===== config.mk =====
export PLATFORM = sky130hd
export DESIGN_NAME = sevenseg_scan_ctrl_flat
export DESIGN_NICKNAME = d
export VERILOG_FILES = /design/src/rtl/sevenseg_pkg.sv /design/src/rtl/sevenseg_scan_ctrl_if.sv /design/src/rtl/sevenseg_encoder.sv /design/src/rtl/sevenseg_scan_ctrl.sv /design/src/flat_wrapper.sv
export SDC_FILE = /design/constraint.sdc
export NUM_CORES = 1
export LEC_CHECK = 0
export BUFFER_PORTS_ARGS = -buffer_cell sky130_fd_sc_hd__buf_2
export CAP_MARGIN = 0
export CORE_UTILIZATION = 43
export CTS_CLUSTER_SIZE = 16
export DETAILED_ROUTE_END_ITERATION = 10
export PLACE_DENSITY_LB_ADDON = 0.3
export SYNTH_ARGS = -nofsm -noshare
export SYNTH_HDL_FRONTEND = slang
export SYNTH_HIERARCHICAL = 1
export SYNTH_SLANG_ARGS = --single-unit

===== constraint.sdc =====
create_clock -name clk -period 1.9 [get_ports clk]
set_input_delay 0.285 -clock clk [delete_from_list [all_inputs] [get_ports clk]]
set_output_delay 0.285 -clock clk [all_outputs]
set_load 0.02 [all_outputs]

===== src/rtl/sevenseg_pkg.sv =====
// Shared seven-segment definitions: segment type, glyph table, select-width helper.
// Segment vectors are {a,b,c,d,e,f,g}, active-low.
package sevenseg_pkg;

  typedef logic [6:0] seg_t;

  localparam seg_t SEG_BLANK = 7'b1111111;

  localparam seg_t GLYPHS [16] = '{
    7'b0000001, 7'b1001111, 7'b0010010, 7'b0000110,
    7'b1001100, 7'b0100100, 7'b0100000, 7'b0001111,
    7'b0000000, 7'b0000100, 7'b0001000, 7'b1100000,
    7'b0110001, 7'b1000010, 7'b0110000, 7'b0111000
  };

  // A single-digit display still needs a 1-bit select register.
  function automatic int sel_w(input int n);
    return (n > 1) ? $clog2(n) : 1;
  endfunction

endpackage


===== src/rtl/sevenseg_scan_ctrl_if.sv =====
// Bundle between score/timer logic (master) and the scan controller (slave).
// Carries the per-digit request fields in and the registered pin drives out.
interface sevenseg_scan_ctrl_if #(
  parameter int NUM_DIGITS = 4
);
  import sevenseg_pkg::*;

  logic                    scan_en;
  logic                    blink_tick;
  logic [4*NUM_DIGITS-1:0] digits;
  logic [NUM_DIGITS-1:0]   dps;
  logic [NUM_DIGITS-1:0]   digit_en;
  logic [NUM_DIGITS-1:0]   blink_mask;
  logic                    lz_blank;
  logic                    hex_mode;
  logic [NUM_DIGITS-1:0]   an;
  seg_t                    seg;
  logic                    dp;

  modport master (
    output scan_en, blink_tick, digits, dps, digit_en, blink_mask, lz_blank, hex_mode,
    input  an, seg, dp
  );

  modport slave (
    input  scan_en, blink_tick, digits, dps, digit_en, blink_mask, lz_blank, hex_mode,
    output an, seg, dp
  );

endinterface


===== src/rtl/sevenseg_encoder.sv =====
// Combinational 4-bit value to active-low segment pattern.
// Values 10-15 render blank unless hex_mode selects the A-F glyphs.
module sevenseg_encoder
  import sevenseg_pkg::*;
(
  input  logic [3:0] value,
  input  logic       hex_mode,
  output seg_t       seg
);

  always_comb begin
    seg = SEG_BLANK;
    if ((value < 4'd10) || hex_mode) begin
      seg = GLYPHS[value];
    end
  end

endmodule


===== src/rtl/sevenseg_scan_ctrl.sv =====
// Time-multiplexed common-anode scanner: dwell/blank counters, leading-zero
// suppression, blink, and registered pin outputs (one clk behind the state).
module sevenseg_scan_ctrl
  import sevenseg_pkg::*;
#(
  parameter int NUM_DIGITS  = 4,
  parameter int DWELL_TICKS = 4,
  parameter int BLANK_TICKS = 1
) (
  input  logic                clk,
  input  logic                rst,
  sevenseg_scan_ctrl_if.slave bus
);

  localparam int SEL_W = sel_w(NUM_DIGITS);
  localparam int DW_W  = $clog2(DWELL_TICKS);

  localparam logic [SEL_W-1:0] SEL_LAST   = SEL_W'(NUM_DIGITS - 1);
  localparam logic [DW_W-1:0]  DWELL_LAST = DW_W'(DWELL_TICKS - 1);
  localparam logic [DW_W-1:0]  BLANK_END  = DW_W'(BLANK_TICKS);

  logic [SEL_W-1:0]      sel_q, sel_d;
  logic [DW_W-1:0]       dwell_q, dwell_d;
  logic                  blink_phase_q, blink_phase_d;
  logic [NUM_DIGITS-1:0] an_q, an_d;
  seg_t                  seg_q, seg_d;
  logic                  dp_q, dp_d;

  logic [NUM_DIGITS-1:0] zero_from;
  logic                  zero_run;
  logic [3:0]            cur_val;
  seg_t                  enc_seg;
  logic                  lz_suppressed;
  logic                  visible;
  logic [NUM_DIGITS-1:0] one_hot;

  always_comb begin
    sel_d         = sel_q;
    dwell_d       = dwell_q;
    blink_phase_d = blink_phase_q ^ bus.blink_tick;
    if (bus.scan_en) begin
      if (dwell_q == DWELL_LAST) begin
        dwell_d = '0;
        sel_d   = (sel_q == SEL_LAST) ? '0 : sel_q + SEL_W'(1);
      end else begin
        dwell_d = dwell_q + DW_W'(1);
      end
    end
  end

  // zero_from[i] is set when digits i..NUM_DIGITS-1 are all zero.
  always_comb begin
    zero_from = '0;
    zero_run  = 1'b1;
    for (int i = NUM_DIGITS - 1; i >= 0; i--) begin
      zero_run     = zero_run & (bus.digits[4*i +: 4] == 4'd0);
      zero_from[i] = zero_run;
    end
  end

  assign cur_val = bus.digits[{sel_q, 2'b00} +: 4];

  sevenseg_encoder u_enc (
    .value    (cur_val),
    .hex_mode (bus.hex_mode),
    .seg      (enc_seg)
  );

  always_comb begin
    lz_suppressed = bus.lz_blank && (sel_q != '0) && zero_from[sel_q];
    visible = bus.digit_en[sel_q]
            && !(bus.blink_mask[sel_q] && blink_phase_q)
            && !lz_suppressed
            && (dwell_q >= BLANK_END);

    one_hot        = '0;
    one_hot[sel_q] = 1'b1;

    an_d  = '1;
    seg_d = SEG_BLANK;
    dp_d  = 1'b1;
    if (visible) begin
      an_d  = ~one_hot;
      seg_d = enc_seg;
      dp_d  = ~bus.dps[sel_q];
    end
  end

  always_ff @(posedge clk) begin
    if (rst) begin
      sel_q         <= '0;
      dwell_q       <= '0;
      blink_phase_q <= 1'b0;
      an_q          <= '1;
      seg_q         <= SEG_BLANK;
      dp_q          <= 1'b1;
    end else begin
      sel_q         <= sel_d;
      dwell_q       <= dwell_d;
      blink_phase_q <= blink_phase_d;
      an_q          <= an_d;
      seg_q         <= seg_d;
      dp_q          <= dp_d;
    end
  end

  assign bus.an  = an_q;
  assign bus.seg = seg_q;
  assign bus.dp  = dp_q;

endmodule


===== src/flat_wrapper.sv =====
// flat-port wrapper written by rule: the top's interface ports become plain ports
module sevenseg_scan_ctrl_flat import sevenseg_pkg::*;
#(
  parameter int NUM_DIGITS  = 4,
  parameter int DWELL_TICKS = 4,
  parameter int BLANK_TICKS = 1
)
  (clk, rst, bus_scan_en, bus_blink_tick, bus_digits, bus_dps, bus_digit_en, bus_blink_mask, bus_lz_blank, bus_hex_mode, bus_an, bus_seg, bus_dp);
  sevenseg_scan_ctrl_if #(.NUM_DIGITS(NUM_DIGITS)) bus_i ();
  input  logic clk;
  input  logic rst;
  input wire logic [$bits(bus_i.scan_en)-1:0] bus_scan_en;
  input wire logic [$bits(bus_i.blink_tick)-1:0] bus_blink_tick;
  input wire logic [$bits(bus_i.digits)-1:0] bus_digits;
  input wire logic [$bits(bus_i.dps)-1:0] bus_dps;
  input wire logic [$bits(bus_i.digit_en)-1:0] bus_digit_en;
  input wire logic [$bits(bus_i.blink_mask)-1:0] bus_blink_mask;
  input wire logic [$bits(bus_i.lz_blank)-1:0] bus_lz_blank;
  input wire logic [$bits(bus_i.hex_mode)-1:0] bus_hex_mode;
  output wire logic [$bits(bus_i.an)-1:0] bus_an;
  output wire logic [$bits(bus_i.seg)-1:0] bus_seg;
  output wire logic [$bits(bus_i.dp)-1:0] bus_dp;
  assign bus_i.scan_en = bus_scan_en;
  assign bus_i.blink_tick = bus_blink_tick;
  assign bus_i.digits = bus_digits;
  assign bus_i.dps = bus_dps;
  assign bus_i.digit_en = bus_digit_en;
  assign bus_i.blink_mask = bus_blink_mask;
  assign bus_i.lz_blank = bus_lz_blank;
  assign bus_i.hex_mode = bus_hex_mode;
  assign bus_an = bus_i.an;
  assign bus_seg = bus_i.seg;
  assign bus_dp = bus_i.dp;
  sevenseg_scan_ctrl #(.NUM_DIGITS(NUM_DIGITS), .DWELL_TICKS(DWELL_TICKS), .BLANK_TICKS(BLANK_TICKS)) u_core (.clk(clk), .rst(rst), .bus(bus_i));
endmodule

==> reports/metrics.cfg, run 1 <==
[outcome]
status = finished with violations
violations = negative setup slack

[synthesis]
synth.distinct_cells = 30
synth_top_family_by_area = multiplexers
syn_area_um2 = 1180
yosys_warnings = 6
syn_nets = 165
synth_compound_area_share_pct = 11.8
yosys.area_share.simple_pct = 18.5
syn_area_per_cell_um2 = 10.0
muxShareOfSynthArea_pct = 19.5
yosysSeqAreaShare_pct = 28.8
synthXorXnorAreaFrac_pct = 0.742
synth_adder_area_share_pct = 13.8
ys_seq_elements = 17
postSynthCellCount = 118

[timing]
setup_viol = 1
layout_setup_ws_ns = -0.00605
finClkSkew_ns = 0.00551
finalCritPeriodShare_pct = 100
tightest_slew_ns = 0.423
hold_violations = 0
maxSlewViolCount = 0
min_period_ns = 1.91
slew-limit-headroom_pct = 71.5
fmax_mhz = 525
whs_ns = 0.233
rsz0062_at_grt = yes

[pwr]
swShare_pct = 28.9
pwr-share-seq_pct = 47.6
peakVddDrop_uv = 375
pwr-share-comb_pct = 27.5
p_leak_nw = 0.667
intPower_mw = 0.562
power.density_nw_per_um2 = 491
clock_power_share_pct = 24.9
switchingPower_mw = 0.229

[die]
die_h_um = 54.4
dieArea_um2 = 2960
die_w_um = 54.4
start_util_pct = 46.4
row_count = 18
coreArea_um2 = 2540
io_pins = 46

[layout]
drive_gt1_share_pct = 49.1
layout_common_cells = 45 x buf_2, 16 x dfxtp_1, 11 x buf_4, 8 x nand3b_1, 8 x ha_1
final_util_pct = 63.3
num-nets-final = 221
synthToLayoutAreaGrowth_pct = 36.4
final_common_cell = buf_2
n_antenna_cell = 0

[global_route]
antenna_found_initial = 0
grt_pass1_wl_um = 4120
use_met1_pct = 25.1
gr-total-overflow = 0
gr-max-usage-layer = met2
use_met3_pct = 3.61
grt_pass1_vias = 946
grtUsageTotal_pct = 19.5
grt_max_degree = 15
grtUsageMet2_pct = 33.1

[clock_network]
clockBufferDepth = 2
cts-buffers-inserted = 3
htree_num_levels = 1
clkTransAtPathRegs_ns = 0.11
cts_hold_repair.buffers = 0
clkSinkCount = 17
cts_tree = built
insertion_delay_ns = 0.29
cts_root_buffer = clkbuf_4

[worst_hold_path]
hold_start = rst
whs_endpoint = u_core/sel_q[1]$_SDFFE_PP0P_
hold_depth = 2
min_path_type = input port to register

[setup_path]
critPathKind = register to register
cp_data_required_time_ns = 2.08
reg2reg_from = u_core/sel_q[0]$_SDFFE_PP0P_
arrival_ns = 2.09
path_max_fanout = 5
r2r-end = u_core/bus.seg[1]$_SDFF_PP1_
rrSetupSlack_ns = -0.006
reg2reg_depth = 6
start_kind = register
cp-end-kind = register

[place]
dp_worst_setup_slack_ns = -0.0389
hpwl_um = 2150
gp_congestion = 0.861
portBuffers = 45

[job]
drv_cap = 0

[drt]
first_pass_iters = 4
drt_iter0_markers = 11
routed_via_density = 5.41
wl_per_cell_um = 13.3
postRouteAntennaNets = 0
wirelength_um = 2700
num_vias = 1099
drc = 0

==> critical path, stage by stage (launching register included) <==
cell,delay [ns]
dfxtp_4,0.39
mux4_2,0.63
ha_4,0.21
mux2_2,0.26
nand2_2,0.07
o311ai_2,0.08
nand3b_1,0.16
==> sequential cells by signal, summed over array words and instances (netlist names) <==
signal and count:
u_core/sel_q 2, u_core/bus.an 4, u_core/bus.dp 1, u_core/bus.seg 7, u_core/blink_phase_q 1, u_core/dwell_q 2
==> repair_timing <==
action | 4_1_cts | 5_1_grt
pin swaps | 0 | 4
resized for setup | 3 | 20
setup buffers | 1 | 1
endpoints found under the hold margin | 0 | 0
endpoints found under the setup margin | 5 | 11
gates cloned | 0 | 0
==> cell families (layout without fill, tap and decap cells) <==
logic type                 after synthesis  after routing
and+or+nand+nor                         40             40
AOI/OAI and AO/OA                       20             20
DFF                                     17             17
buffers and inverters                   14             69
adders and majority gates               13             13
muxes                                   13             13
xor gates and xnor gates                 1              1
==> synthesized netlist by cell type <==
master	count	share of area (%)
nand3b_1	8	5.1
o21ai_1	1	0.42
mux2i_1	5	4.2
o211ai_2	1	1.1
a31oi_1	1	0.53
a211oi_1	1	0.64
nor4_1	6	3.2
or2_4	1	0.74
buf_2	2	0.85
nand2b_1	2	1.1
buf_6	3	2.9
o311ai_1	1	0.74
o21bai_1	1	0.64
and2_1	1	0.53
a2bb2oi_2	1	1.3
xnor2_1	1	0.74
mux4_1	6	13
nand2_1	6	1.9
inv_1	8	2.5
ha_1	13	14
dfxtp_1	17	29
a211o_1	1	0.74
nor3_1	2	0.85
nand3_1	7	3.0
a21oi_1	6	2.5
mux2_2	2	1.9
o211ai_1	3	1.9
buf_4	1	0.64
nor2_1	7	2.2
o21ai_0	3	1.3
==> routing by layer <==
metal / up-vias / wire length, um
met5: - / 0
met4: 0 / 21
met3: 2 / 130
met2: 40 / 1320
met1: 509 / 1230
li1: 548 / -
==> power by group through the flow <==
stage	Clock, mW	Combinational (mW)	Sequential (mW)
5_1_grt	0.225	0.238	0.378
2_1_floorplan	0	0.109	0.395
4_1_cts	0.204	0.194	0.377
6_report	0.197	0.218	0.377
3_3_place_gp	0	0.184	0.385
3_5_place_dp	0	0.191	0.386
==> stage by stage <==
step	std cells	power, mW	TNS, ns	instance area [um2]
after global placement	197	0.569	0	1480
after floorplan	118	0.504	-0.0794	1190
after detailed placement	197	0.577	-0.0512	1480
after global routing	203	0.841	-0.295	1610
after CTS	202	0.775	0	1520
final	203	0.791	-0.00605	1610
==> how the worst max path moves through the flow <==
stage	startpoint	end	cells past startpoint
6_report	u_core/sel_q[0]$_SDFFE_PP0P_	u_core/bus.seg[1]$_SDFF_PP1_	6
4_1_cts	u_core/sel_q[0]$_SDFFE_PP0P_	u_core/bus.seg[4]$_SDFF_PP1_	6
5_1_grt	u_core/sel_q[0]$_SDFFE_PP0P_	u_core/bus.seg[2]$_SDFF_PP1_	7
2_1_floorplan	u_core/sel_q[0]$_SDFFE_PP0P_	u_core/bus.seg[1]$_SDFF_PP1_	7
3_3_place_gp	u_core/sel_q[0]$_SDFFE_PP0P_	u_core/bus.seg[3]$_SDFF_PP1_	7
3_5_place_dp	u_core/sel_q[0]$_SDFFE_PP0P_	u_core/bus.seg[3]$_SDFF_PP1_	6
==> final cells by class <==
class                           instances  area (um2)
Clock buffer                            4        26.3
Inverter                                8        30.0
Tap cell                               30        37.5
Fill cell                             222         933
Sequential cell                        17         344
Timing Repair Buffer                   57         319
Multi-Input combinational cell         87         855
No activity file was read; power rests on OpenSTA's default activity.
==> inputs of run 2 (changes only) <==
--- a/config.mk
+++ b/config.mk
@@ -11,6 +11,7 @@
 export CTS_CLUSTER_SIZE = 16
 export DETAILED_ROUTE_END_ITERATION = 10
 export PLACE_DENSITY_LB_ADDON = 0.3
+export RECOVER_POWER = 100
 export SYNTH_ARGS = -nofsm -noshare
 export SYNTH_HDL_FRONTEND = slang
 export SYNTH_HIERARCHICAL = 1
==> run 2 against run 1 <==
Effect of this change: register-to-register slack about the same; hold slack unchanged; highest routed layer unchanged; first-iteration DRC count unchanged; the flow still finishes with violations (negative setup slack); total power down 0.21%; sequential share of layout area up 0.20 points; sequential power about the same; combinational power about the same.
==> reports/metrics.cfg, run 2 (synthesized netlist as in run 1, its figures left out) <==
[setup_path]
path_max_fanout = 5  ; unchanged
path_delay_family = multiplexers
cp_slowest_cell = mux4_2
cp-end-kind = register
crit_buf_inv = 0  ; unchanged
critPathKind = register to register
arrival_ns = 2.09  ; about the same
critPathMaxStageDelay_ns = 0.63  ; about the same
cp_cell_sequence = mux4_2, ha_4, mux2_2, nand2_2, o311ai_2, nand3b_1
start_kind = register
cp_data_required_time_ns = 2.08  ; about the same

[drt]
postRouteAntennaNets = 0  ; unchanged
num_vias = 1099  ; unchanged
wirelength_um = 2730  ; +0.85%
routed_via_density = 5.41  ; unchanged
wl_per_cell_um = 13.4  ; +0.85%
drc = 0  ; unchanged
first_pass_iters = 4  ; unchanged
drt_iter0_markers = 11  ; unchanged

[place]
hpwl_um = 2150  ; unchanged
placed_cells = 197  ; unchanged
portBuffers = 45  ; unchanged
gp_congestion = 0.861  ; unchanged

[clock_network]
cts_root_buffer = clkbuf_4
clkSinkCount = 17  ; unchanged
clkTransAtPathRegs_ns = 0.11  ; about the same
htree_num_levels = 1  ; unchanged
insertion_delay_ns = 0.29  ; about the same
cts_hold_repair.buffers = 0  ; unchanged
cts-buffers-inserted = 3  ; unchanged
clockBufferDepth = 2  ; unchanged
cts_tree = built

[timing]
finClkSkew_ns = 0.00551  ; unchanged
fmax_mhz = 525  ; unchanged
maxSlewViolCount = 0  ; unchanged
whs_ns = 0.233  ; unchanged
finalCritPeriodShare_pct = 100  ; unchanged
slew-limit-headroom_pct = 71.5  ; unchanged
min_period_ns = 1.91  ; unchanged
setup_viol = 1  ; unchanged
tightest_slew_ns = 0.423  ; unchanged
layout_setup_ws_ns = -0.00605  ; unchanged
rsz0062_at_grt = yes
tns_ns = -0.00605  ; unchanged
hold_violations = 0  ; unchanged

[outcome]
violations = negative setup slack
status = finished with violations

[global_route]
grt_pass1_vias = 946  ; unchanged
grt_max_degree = 15  ; unchanged
grt_pass1_wl_um = 4120  ; unchanged
grtUsageTotal_pct = 19.5  ; unchanged
antenna_found_initial = 0  ; unchanged
gr-total-overflow = 0  ; unchanged

[pwr]
power.density_nw_per_um2 = 495  ; +0.72%
p_leak_nw = 0.653  ; -2.1%
peakVddDrop_uv = 373  ; -0.51%
total_power_mw = 0.789  ; -0.21%

[layout]
synthToLayoutAreaGrowth_pct = 35.2
n_antenna_cell = 0  ; unchanged
final_common_cell = buf_2
final_cells = 203  ; unchanged
num-nets-final = 221  ; unchanged
layout_common_cells = 33 x buf_2, 16 x dfxtp_1, 13 x clkbuf_1, 11 x buf_4
final_util_pct = 62.7  ; -0.59 points
drive_gt1_share_pct = 42.2  ; -6.9 points
largest_reg_flops = 7  ; unchanged

[job]
drv_cap = 0  ; unchanged

[die]
io_pins = 46  ; unchanged
coreArea_um2 = 2540  ; unchanged
die_h_um = 54.4  ; unchanged
die_w_um = 54.4  ; unchanged
dieArea_um2 = 2960  ; unchanged
row_count = 18  ; unchanged
start_util_pct = 46.4  ; unchanged

[worst_hold_path]
min_path_type = input port to register

-- run 2: path summary, 6_finish.rpt --
| kind | to | startpoint | depth (start not counted) | slack (ns) |
|---|---|---|---|---|
| worst max-delay path | u_core/bus.seg[1]$_SDFF_PP1_ | u_core/sel_q[0]$_SDFFE_PP0P_ | 6 | -0.006 |
| worst min-delay path | u_core/sel_q[1]$_SDFFE_PP0P_ | rst | 2 | 0.23 |
| worst max register to register | u_core/bus.seg[1]$_SDFF_PP1_ | u_core/sel_q[0]$_SDFFE_PP0P_ | 6 | -0.006 |
| worst min register to register | u_core/blink_phase_q$_SDFF_PP0_ | u_core/blink_phase_q$_SDFF_PP0_ | 2 | 0.55 |
-- run 2: repair_timing --
item	in CTS	in global routing
setup buffers	1	1
endpoints found under the setup margin	5	11
gates cloned	0	0
resized for setup	3	20
endpoints found under the hold margin	0	0
pin swaps	0	4
-- run 2: power by group --
| group | switching, mW | total [mW] | leakage, nW | internal (mW) |
|---|---|---|---|---|
| sequential | 0.00782 | 0.377 | 0.139 | 0.369 |
| clock | 0.115 | 0.197 | 0.0150 | 0.0814 |
| combinational | 0.106 | 0.216 | 0.498 | 0.110 |
| total | 0.229 | 0.789 | 0.653 | 0.560 |
-- run 2: cell type report --
class,instances,area (um2)
Sequential cell,17,344
Multi-Input combinational cell,87,855
Timing Repair Buffer,57,304
Inverter,8,30.0
Tap cell,30,37.5
Clock buffer,4,26.3
Fill cell,228,948
-- run 2: routing by layer --
layer | global-route usage, % | up-vias | wire length (um)
met4 | 5.13 | 0 | 21
met5 | 0 | - | 0
li1 | - | 548 | -
met2 | 33.1 | 40 | 1320
met1 | 25.1 | 509 | 1250
met3 | 3.61 | 2 | 140
-- run 2: through the flow --
step | setup WS, ns | cell area, um2
finish | -0.00605 | 1600
global route | -0.0676 | 1600
CTS | 0.0171 | 1520
detailed placement | -0.0389 | 1480
global placement | 0.0190 | 1480
floorplan | -0.0266 | 1190
==> inputs of run 3 (changes only) <==
--- a/config.mk
+++ b/config.mk
@@ -5,11 +5,12 @@
 export SDC_FILE = /design/constraint.sdc
 export NUM_CORES = 1
 export LEC_CHECK = 0
-export BUFFER_PORTS_ARGS = -buffer_cell sky130_fd_sc_hd__buf_2
+export ABC_AREA = 1
 export CAP_MARGIN = 0
-export CORE_UTILIZATION = 43
+export CORE_UTILIZATION = 56
 export CTS_CLUSTER_SIZE = 16
 export DETAILED_ROUTE_END_ITERATION = 10
+export DONT_BUFFER_PORTS = 1
 export PLACE_DENSITY_LB_ADDON = 0.3
 export RECOVER_POWER = 100
 export SYNTH_ARGS = -nofsm -noshare
==> run 3 against run 2 <==
Effect of this change: the flow now finishes without violations; fmax grew 5.3%; critical path depth grew 5; flip-flop and latch count is the same; sequential share of layout area grew 3.4 points; via count grew 14%; register-to-register slack gained 0.096 ns; cell count grew 7.9%; area after synthesis grew 11%; critical path type unchanged; largest power group unchanged; highest routed layer unchanged.
==> reports/metrics.cfg, run 3 <==
[global_route]
grt_max_degree = 16  ; +1
antenna_found_initial = 0  ; unchanged
gr-total-overflow = 0  ; unchanged
grtUsageTotal_pct = 23.8  ; +4.3 points
grt_pass1_vias = 1098  ; +16%
grt_pass1_wl_um = 4580  ; +11%

[timing]
fmax_mhz = 553  ; +5.3%
finalCritPeriodShare_pct = 95.3  ; -5.1 points
rsz0062_at_grt = no
whs_ns = 0.0491  ; -0.184 ns
finClkSkew_ns = 0.0152  ; +0.00969 ns
slew-limit-headroom_pct = 74.0  ; +2.5 points
setup_viol = 0  ; -1
hold_violations = 0  ; unchanged
maxSlewViolCount = 0  ; unchanged
min_period_ns = 1.81  ; -0.0963 ns
tightest_slew_ns = 0.390  ; -0.0339 ns

[place]
placed_area_um2 = 1340  ; -9.6%
placed_cells = 212  ; +7.6%
hpwl_um = 2270  ; +5.7%
portBuffers = 0  ; -100%
gp_congestion = 0.806  ; -6.4%

[clock_network]
clockBufferDepth = 2  ; unchanged
cts_tree = built
cts-buffers-inserted = 3  ; unchanged
htree_num_levels = 1  ; unchanged
clkTransAtPathRegs_ns = 0.10  ; about the same
insertion_delay_ns = 0.28  ; about the same
cts_root_buffer = clkbuf_4
clkSinkCount = 17  ; unchanged

[setup_path]
start_kind = register
cp_data_required_time_ns = 2.04  ; -0.04 ns
arrival_ns = 1.95  ; -0.14 ns
cp_slowest_cell = dfxtp_4
reg2reg_depth = 11  ; +5
path_max_fanout = 13  ; +8
cp-end-kind = register
cp_cell_sequence = clkinv_4, o21ai_1, o22ai_2, buf_4, ha_1, nand2_1, nand2_1, nand2_1, nand3_1, inv_1, nand3_2
critPathMaxStageDelay_ns = 0.41  ; -0.22 ns
critPathKind = register to register
worst_path_most_repeated_cell = nand2_1

[drt]
drt_iter0_markers = 24  ; +13
wl_per_cell_um = 13.4  ; -0.30%
routed_via_density = 5.70  ; +5.3%
postRouteAntennaNets = 0  ; unchanged
wirelength_um = 2930  ; +7.6%
drc = 0  ; unchanged
num_vias = 1248  ; +14%
first_pass_iters = 4  ; unchanged

[pwr]
total_power_mw = 0.781  ; -1.0%
clock_power_share_pct = 23.1  ; -1.8 points
pwr-share-seq_pct = 50.5  ; +2.8 points
power.density_nw_per_um2 = 566  ; +14%
switchingPower_mw = 0.249  ; +8.7%
intPower_mw = 0.532  ; -5.0%
p_leak_nw = 0.659  ; +0.90%
swShare_pct = 31.9  ; +2.8 points
peakVddDrop_uv = 355  ; -4.8%
pwr-share-comb_pct = 26.4  ; -0.9 points

[synthesis]
ys_top_cells_by_area = dfxtp_1 26%, ha_1 12%, nand2_1 11%
syn_area_per_cell_um2 = 7.07  ; -29%
postSynthCellCount = 186  ; +58%
yosysTopAreaCell = dfxtp_1
yosys_warnings = 6  ; unchanged
synth.distinct_cells = 24  ; -20%
synth_top_area_share_pct = 25.9  ; -2.9 points
ys.flop_type = dfxtp_1
syn_nets = 233  ; +41%
syn_area_um2 = 1320  ; +11%
async_flop_share_pct = 0  ; unchanged
ys_seq_elements = 17  ; unchanged
synthMostInstantiatedCell = nand2_1
netlist_top_cells_count = 38 x nand2_1, 25 x nor2_1, 21 x inv_1
yosysSeqAreaShare_pct = 25.9  ; -2.9 points
synth-edff-count = 0  ; unchanged

[job]
drv_cap = 0  ; unchanged

[layout]
final_cells = 219  ; +7.9%
final_common_cell = nand2_1
synthToLayoutAreaGrowth_pct = 5.04
final_util_pct = 62.4  ; -0.29 points
finalInstanceArea_um2 = 1380  ; -13%
n_antenna_cell = 0  ; unchanged
layout_common_cells = 37 x nand2_1, 25 x nor2_1, 25 x nand3_1, 20 x inv_1, 15 x dfxtp_1
drive_gt1_share_pct = 16.8  ; -25 points
num-nets-final = 239  ; +8.1%
fill_cells = 214  ; -6.1%
largest_reg_flops = 7  ; unchanged

[worst_hold_path]
min_path_type = input port to register
hold_depth = 1  ; -1

[die]
dieArea_um2 = 2550  ; -14%
die_w_um = 50.5  ; -7.3%
die_h_um = 50.5  ; -7.3%
coreArea_um2 = 2210  ; -13%
io_pins = 46  ; unchanged
row_count = 17  ; -1
start_util_pct = 59.4  ; +13 points

[outcome]
status = complete, no violations

-- run 3: area by class of cell --
| class | instances | area, um2 | area share (%) |
|---|---|---|---|
| Multi-Input combinational cell | 138 | 816 | 59.1 |
| Clock buffer | 4 | 26.3 | 1.90 |
| Sequential cell | 17 | 345 | 25.0 |
| Inverter | 23 | 91.3 | 6.61 |
| Timing Repair Buffer | 9 | 67.6 | 4.89 |
| Tap cell | 28 | 35.0 | 2.54 |
-- run 3: metal layers --
metal | GRT usage, % | share of wire (%)
met1 | 31.0 | 43
met5 | 0 | 0
met3 | 4.85 | 7.5
met4 | 7.87 | 1.6
met2 | 38.9 | 47
-- run 3: logic make-up (layout without fill, tap and decap cells) --
family,after synthesis,count (layout),share of synthesized area (%)
xor+xnor,1,1,0.666
fa+ha+maj,13,13,12.4
compound gates,22,22,10.1
flops,17,17,25.9
simple gates,102,102,38.7
buf+inv,31,36,12.3
-- run 3: what timing repair did --
action	4_1_cts	5_1_grt
setup buffers	0	3
gates resized for setup	2	4
setup endpoints to repair	2	12
pin swaps	0	2
hold buffers	0	0
-- run 3: path summary, 6_finish.rpt --
kind | startpoint | to | slack, ns
worst max-delay path | u_core/sel_q[0]$_SDFFE_PP0P_ | u_core/bus.seg[6]$_SDFF_PP1_ | 0.09
worst min-delay path | rst | u_core/sel_q[0]$_SDFFE_PP0P_ | 0.05
worst max register to register | u_core/sel_q[0]$_SDFFE_PP0P_ | u_core/bus.seg[6]$_SDFF_PP1_ | 0.09
worst min register to register | u_core/dwell_q[1]$_SDFFE_PP0P_ | u_core/dwell_q[1]$_SDFFE_PP0P_ | 0.53
-- run 3: critical path: cells and delay by family (launching register included) --
kind,cells,cell delay (ns)
buffers and inverters,3,0.34
AO/OA/AOI/OAI,2,0.26
adder cells (fa/ha/maj),1,0.23
AND/OR/NAND/NOR,5,0.41
flip-flops,1,0.41
-- run 3: through the flow --
step / worst slack [ns] / setup TNS, ns
2_1_floorplan: 0.0243 / 0
3_3_place_gp: 0.0171 / 0
3_5_place_dp: -0.0382 / -0.0382
4_1_cts: 0.0422 / 0
5_1_grt: 0.00463 / 0
6_report: 0.0902 / 0
-- run 3: power groups by stage --
stage	sequential [mW]	combinational, mW	clock [mW]
after floorplan	0.400	0.161	0
after global placement	0.403	0.180	0
after detailed placement	0.404	0.190	0
after CTS	0.396	0.191	0.184
after global routing	0.397	0.229	0.199
final	0.394	0.206	0.181
